### config.mk
export PLATFORM = sky130hd
export DESIGN_NAME = w_backward_merger_flat
export DESIGN_NICKNAME = d
export VERILOG_FILES = /design/src/rtl/w_backward_merger_if.sv /design/src/rtl/w_backward_merger.sv /design/src/flat_wrapper.sv
export SDC_FILE = /design/constraint.sdc
export NUM_CORES = 1
export LEC_CHECK = 0
export ABC_AREA = 0
export CORE_MARGIN = 8
export CORE_UTILIZATION = 38
export DETAILED_ROUTE_END_ITERATION = 6
export PLACE_DENSITY = 0.8
export SYNTH_ARGS = -nofsm -noshare
export SYNTH_HDL_FRONTEND = slang
export SYNTH_SLANG_ARGS = --single-unit
### constraint.sdc
create_clock -name ACLK -period 3.4 [get_ports ACLK]
set_input_delay 1.02 -clock ACLK [delete_from_list [all_inputs] [get_ports ACLK]]
set_output_delay 1.02 -clock ACLK [all_outputs]
set_load 0.01 [all_outputs]
### src/rtl/w_backward_merger_if.sv
// Merge bus for the B-token merger: per-slave token inputs plus the registered
// merged output. The merger uses the master modport and its environment uses the slave modport.
interface w_backward_merger_if #(
    parameter int NUM_SLAVES = 4
);
    localparam int SRC_W = $clog2(NUM_SLAVES);

    logic [NUM_SLAVES*14-1:0] S_DATA;
    logic [NUM_SLAVES-1:0]    S_VALID;
    logic [NUM_SLAVES-1:0]    S_READY;
    logic [13:0]              DATA;
    logic                     VALID;
    logic                     READY;
    logic [SRC_W-1:0]         SRC;

    modport master (
        input  S_DATA, S_VALID, READY,
        output S_READY, DATA, VALID, SRC
    );

    modport slave (
        output S_DATA, S_VALID, READY,
        input  S_READY, DATA, VALID, SRC
    );
endinterface

### src/rtl/w_backward_merger.sv
// Round-robin merger of NUM_SLAVES write-response tokens {BID, BRESP, BUSER}
// into one registered stream with a one-deep output slot and full throughput.
module w_backward_merger #(
    parameter int NUM_SLAVES = 4
) (
    input  logic                  ACLK,
    input  logic                  ARESETn,
    w_backward_merger_if.master   bus
);
    localparam int SRC_W = $clog2(NUM_SLAVES);
    localparam int TOK_W = 14;

    logic [TOK_W-1:0] slice [NUM_SLAVES];
    logic [SRC_W-1:0] ptr;
    logic [SRC_W-1:0] grant_idx;
    logic [SRC_W:0]   cand;
    logic             grant_any;
    logic             load;
    logic             valid_q;
    logic [TOK_W-1:0] data_q;
    logic [SRC_W-1:0] src_q;

    for (genvar i = 0; i < NUM_SLAVES; i++) begin : g_slice
        assign slice[i] = bus.S_DATA[TOK_W*i +: TOK_W];
    end

    // Output slot is free when empty or draining this cycle.
    assign load = ~valid_q | bus.READY;

    // Circular search from ptr; the explicit wrap keeps non-power-of-two counts correct.
    always_comb begin
        grant_any = 1'b0;
        grant_idx = '0;
        cand      = '0;
        for (int k = 0; k < NUM_SLAVES; k++) begin
            cand = {1'b0, ptr} + (SRC_W+1)'(k);
            if (cand >= (SRC_W+1)'(NUM_SLAVES)) begin
                cand = cand - (SRC_W+1)'(NUM_SLAVES);
            end
            if (!grant_any && bus.S_VALID[cand[SRC_W-1:0]]) begin
                grant_any = 1'b1;
                grant_idx = cand[SRC_W-1:0];
            end
        end
    end

    always_comb begin
        bus.S_READY = '0;
        if (ARESETn && load && grant_any) begin
            bus.S_READY[grant_idx] = 1'b1;
        end
    end

    always_ff @(posedge ACLK or negedge ARESETn) begin
        if (!ARESETn) begin
            valid_q <= 1'b0;
            data_q  <= '0;
            src_q   <= '0;
            ptr     <= '0;
        end else if (load) begin
            if (grant_any) begin
                valid_q <= 1'b1;
                data_q  <= slice[grant_idx];
                src_q   <= grant_idx;
                ptr     <= (grant_idx == SRC_W'(NUM_SLAVES-1)) ? '0 : grant_idx + 1'b1;
            end else begin
                valid_q <= 1'b0;
            end
        end
    end

    assign bus.VALID = valid_q;
    assign bus.DATA  = data_q;
    assign bus.SRC   = src_q;
endmodule

### src/flat_wrapper.sv
// flat-port wrapper written by rule: the top's interface ports become plain ports
module w_backward_merger_flat 
#(
    parameter int NUM_SLAVES = 4
)
  (ACLK, ARESETn, bus_S_DATA, bus_S_VALID, bus_READY, bus_S_READY, bus_DATA, bus_VALID, bus_SRC);
  w_backward_merger_if #(.NUM_SLAVES(NUM_SLAVES)) bus_i ();
  input  logic ACLK;
  input  logic ARESETn;
  input wire logic [$bits(bus_i.S_DATA)-1:0] bus_S_DATA;
  input wire logic [$bits(bus_i.S_VALID)-1:0] bus_S_VALID;
  input wire logic [$bits(bus_i.READY)-1:0] bus_READY;
  output wire logic [$bits(bus_i.S_READY)-1:0] bus_S_READY;
  output wire logic [$bits(bus_i.DATA)-1:0] bus_DATA;
  output wire logic [$bits(bus_i.VALID)-1:0] bus_VALID;
  output wire logic [$bits(bus_i.SRC)-1:0] bus_SRC;
  assign bus_i.S_DATA = bus_S_DATA;
  assign bus_i.S_VALID = bus_S_VALID;
  assign bus_i.READY = bus_READY;
  assign bus_S_READY = bus_i.S_READY;
  assign bus_DATA = bus_i.DATA;
  assign bus_VALID = bus_i.VALID;
  assign bus_SRC = bus_i.SRC;
  w_backward_merger #(.NUM_SLAVES(NUM_SLAVES)) u_core (.ACLK(ACLK), .ARESETn(ARESETn), .bus(bus_i));
endmodule
Word level (Yosys, flattened, before mapping)
Cells that the tools add are included.
{"block": "word_totals", "register_bits": 19, "inputBits": 63, "output_inout_bits": 21, "elab_cells": 65}
{"block": "op_classes", "n_addsub": 8, "magnitude_cmp": 11, "eq_ne": 1, "muxes": 28, "n_bitwise": 3, "n_reduce_logical": 10}
{"cell": "$bmux 14 s2", "n": 1}
{"cell": "$mux 14", "n": 2}
{"cell": "$mux 2", "n": 9}
{"cell": "$lt 2x3->1 const B", "n": 5}
{"cell": "$ge 3x3->1 const B", "n": 4}
{"cell": "$mux 1", "n": 10}
{"cell": "$bmux 1 s2", "n": 4}
{"cell": "$sub 2x1->2 const B", "n": 4}
{"cell": "$add 2x2->3 const B", "n": 2}
{"cell": "$logic_and 1x1->1", "n": 6}
{"cell": "$mux 4", "n": 1}
{"cell": "$add 2x1->3 const B", "n": 1}
{"cell": "$ge 2x3->1 const B", "n": 1}
{"cell": "$logic_not 1->1", "n": 3}
{"cell": "$not 2->3", "n": 1}
{"cell": "$add 2x1->2 const B", "n": 1}
{"cell": "$demux 1 s2", "n": 1}
{"cell": "$eq 2x2->1 const B", "n": 1}
{"cell": "$ge 2x1->1 const B", "n": 1}
{"cell": "$reduce_and 2->1", "n": 1}
{"cell": "$not 1->1", "n": 1}
{"cell": "$or 1x1->1", "n": 1}

Longest topological paths before layout
{"block": "depth", "ltp_word": 19, "depth_mapped": 9}

Worst setup path before layout
No wires, ideal clock.
{"block": "synth_path", "path_type": "input to output", "startpoint": "in bus_S_VALID[0]", "endpoint": "out bus_S_READY[2]", "t_arrival_ns": 2.182, "required_time_ns": 2.380, "setup_slack_ns": 0.198, "path_stages": 7, "cell_sequence": "and2_1 -> o211a_4 -> nor2_8 -> buf_2 -> ha_1 -> nand2_1 -> nor2_1"}
{"block": "synth_via", "elab_chain_len": 17, "word_cells_on_any_way": 29, "classes_between": "2 x order compare; 19 x mux; 8 x reduce/logical"}
{"item": "from (decl)", "line_no": "flat_wrapper.sv:11", "source": "input wire logic [$bits(bus_i.S_VALID)-1:0] bus_S_VALID;"}
{"item": "$bmux 1 s2", "line_no": "w_backward_merger.sv:40", "source": "if (!grant_any && bus.S_VALID[cand[SRC_W-1:0]]) begin"}
{"item": "$mux 1 (not written as such)", "line_no": "w_backward_merger.sv:40"}
{"item": "$mux 1", "line_no": "w_backward_merger.sv:40"}
{"item": "$logic_not 1->1", "line_no": "w_backward_merger.sv:40"}
{"item": "$logic_and 1x1->1", "line_no": "w_backward_merger.sv:40"}
{"item": "$mux 1", "line_no": "w_backward_merger.sv:40"}
{"item": "$logic_not 1->1", "line_no": "w_backward_merger.sv:40"}
{"item": "$logic_and 1x1->1", "line_no": "w_backward_merger.sv:40"}
{"item": "$mux 1", "line_no": "w_backward_merger.sv:40"}
{"item": "$logic_not 1->1", "line_no": "w_backward_merger.sv:40"}
{"item": "$logic_and 1x1->1", "line_no": "w_backward_merger.sv:40"}
{"item": "$mux 2", "line_no": "w_backward_merger.sv:40"}
{"item": "$lt 2x3->1 (not written as such) or $ge 2x1->1 (tied branches)", "line_no": "w_backward_merger.sv:50", "source": "bus.S_READY[grant_idx] = 1'b1;"}
{"item": "$logic_and 1x1->1 (not written as such)", "line_no": "w_backward_merger.sv:50"}
{"item": "$mux 1 (not written as such)", "line_no": "w_backward_merger.sv:50"}
{"item": "$demux 1 s2"}
{"item": "$mux 4 *", "line_no": "w_backward_merger.sv:49", "source": "if (ARESETn && load && grant_any) begin"}
{"item": "to (decl)", "line_no": "flat_wrapper.sv:13", "source": "output wire logic [$bits(bus_i.S_READY)-1:0] bus_S_READY;"}
Mark *: on every way between the ends. The rest lies on a longest branch, timed or not. The select of a mux whose other input is x is not followed.

Worst setup path after layout
{"block": "layout_path", "startpoint": "in bus_READY", "endpoint": "out bus_S_READY[3]"}
{"block": "layout_via", "elab_chain_len": 4}
{"item": "from (decl)", "line_no": "flat_wrapper.sv:12", "source": "input wire logic [$bits(bus_i.READY)-1:0] bus_READY;"}
{"item": "$or 1x1->1", "line_no": "w_backward_merger.sv:28", "source": "assign load = ~valid_q | bus.READY;"}
{"item": "$logic_and 1x1->1 (2 in a row)", "line_no": "w_backward_merger.sv:49"}
{"item": "$mux 4", "line_no": "w_backward_merger.sv:49"}
No other way between the ends.

==> metrics.txt <==
status finished, final reports clean; pwr/cell area 503.9 nW/um^2; CP Launch Type input pin; CP Data Required Time ~2400 ps; commonest cells after routing, fill and taps aside 75 x clkdlybuf4s50_1, 28 x buf_4, 21 x nand2_1; Post-Synth Simple-Gate Area 18.64%; Final ANT Viol Nets 0; total power 1.301 mW; Chip Width approximately 80 um; Pins Over Slew Limit 0; number of global-route vias before repair 1647; initial antenna violation count 0; actual slew at the worst max-slew pin just under 600 ps; Compound-Gate Fraction of Synth Area between 30% and 40%; Post-Synth Adder-Cell Area less than 1%; IO Port Bufs 83; initial cell density of the core 39.61%; post-synthesis cell count 153; CTS sink count 19; CTS tree built; clock-pin slew on the worst setup and hold paths roughly 80 ps; Rel. slew slack between 60 and 70%; Setup TNS 0 ps; Inserted Diodes 0; Main synth FF type dfrtp_1; wire per inst 16.33 um; Pleak about 1.1 nW; nets@finish around 320; Final Cycle Share a little under 100%; gpl congestion 0.8051; Mapped Nets between 200 and 250; Starting DRT DRC Count between 80 and 90; dpl hpwl around 4000 um; asr flop ratio synth 100.0%; crit end category output port; Post-Route Skew 0.7978 ps; WS Path Type input pin to output port; I/O Pins 84; Synth Warn # 0; worst hold path type register to register; chip height slightly below 80 um; DR vias/cell approximately 5.1; Root Driver clkbuf_8; xor/xnor share of the synthesized area 0%; Clock Tree Buf Depth 2; setup violators final 0; GRT Overall Usage about 16%; via count between 1500 and 2000; Fmax achieved 0.2987 GHz; max_cap viols 0; final WL roughly 5000 um; DRC errors left 0; largest family of logic cells by synthesized area compound AO/OA/AOI/OAI gates; critical path fanouts, max 3; fin crit period between 3000 and 4000 ps; share of cells above drive strength 1 24.32%; row count 22; number of buffers created by CTS 3; die area 6049 um^2; post-synth cell types 36; Mapped Avg Cell Area ~9.5 um^2; Worst Path Arrival around 2300 ps; mux cell area share after synthesis between 10% and 20%; Overflow after GRT 0; Area growth, synth to finish 78.00%; register area share after synthesis roughly a third; drt pass-1 iters 4; core area around 3700 um^2; Post-Synthesis Cell Area roughly 1500 um^2; H-Tree Depth 1; commonest non-fill, non-tap cell in the layout clkdlybuf4s50_1; largest net degree at the start of global routing 31; VDD IR max ~0.28 mV; Yosys reg bits 19; RSZ-0062 raised after global routing no; first-pass GRT wire length 8197 um; Final Hold Vio Count 0; clk_lat worst skew 260 ps; EDFF count, synth 0
## power breakdown
group | internal, mW | switching, mW
Sequential | 0.304 | 0.0585
Clock | 0.0829 | 0.0880
Combinational | 0.429 | 0.338
## cells by family after synthesis
| logic type | after synthesis |
|---|---|
| buffers and inverters | 14 |
| muxes | 15 |
| AOI/OAI and AO/OA | 53 |
| and+or+nand+nor | 51 |
| DFF | 19 |
| adders and majority gates | 1 |
## critical path, cell delays in order
cell and delay [ps]:
clkdlybuf4s50_1 460, nand2b_4 130, o41ai_4 70, buf_4 150, nor3_4 150, and3_4 220
buf_2 120
## cell type report
class	count	area, um^2
timing repair buffer	112	1040
sequential	19	475.5
multi-input combinational	120	942.2
clock buffer	3	41.29
clock inverter	1	7.507
inverter	4	15.01
tap	48	60.06
fill	301	1080
## registers in the layout, summed over array words and instances, names as in the netlist
| signal | flops |
|---|---|
| u_core.bus.VALID | 1 |
| u_core.ptr | 2 |
| u_core.bus.DATA | 14 |
| u_core.bus.SRC | 2 |
## cells in the mapped netlist, types with 2 or more instances
cell      count  share of area [%]
buf_2         5                1.7
o21ai_0      15                5.2
a21o_1        2                1.0
a211o_1       9                5.4
nand3_1       9                3.1
inv_1         3               0.78
nor2_1        3               0.78
dfrtp_1      19                 33
o211ai_2      9                7.8
nand2_1      21                5.4
mux2i_1      15                 10
o311ai_1      5                3.0
and3_1        6                2.6
buf_4         3                1.6
a21boi_0      5                2.6
nand2b_1      4                1.7
## through the flow
step	utilization (%)	cells	instance area, um^2	setup slack (ps)	hold WS, ps
floorplan	-	153	1450	198.1	510.2
detailed placement	67.70	299	2479	-600.0	469.0
global placement	67.70	299	2479	-551.2	456.6
finish	70.51	307	2581	52.02	488.1
global route	70.51	307	2581	2.309	509.7
CTS	70.44	306	2579	7.617	493.4
## final timing paths
| check | slack (ps) | depth (start not counted) | start | end |
|---|---|---|---|---|
| worst max-delay path | 50 | 7 | bus_READY | bus_S_READY[3] |
| worst min-delay path | 490 | 2 | u_core.bus.DATA[11] | u_core.bus.DATA[11] |
| worst max register to register | 1430 | 7 | u_core.ptr[1] | u_core.bus.DATA[4] |
| worst min register to register | 490 | 2 | u_core.bus.DATA[11] | u_core.bus.DATA[11] |
| max in group asynchronous | 2000 | 2 | ARESETn | u_core.ptr[0] |
| min in group asynchronous | 980 | 1 | ARESETn | u_core.bus.VALID |
## what timing repair did
item / CTS / global route
pin swaps: 4 / 1
gates cloned: 0 / 0
setup endpoints to repair: 4 / 4
hold buffers: 0 / 0
gates resized for setup: 25 / 6
buffers inserted: 3 / 1
## routing by layer
layer	GRT usage [%]	vias up	part of all wire, %
li1	-	782	-
met1	19.51	742	43
met5	0	-	0
met4	3.208	0	0.38
met2	28.15	42	50
met3	5.645	2	6.5
(Power assumes the default switching activity.)
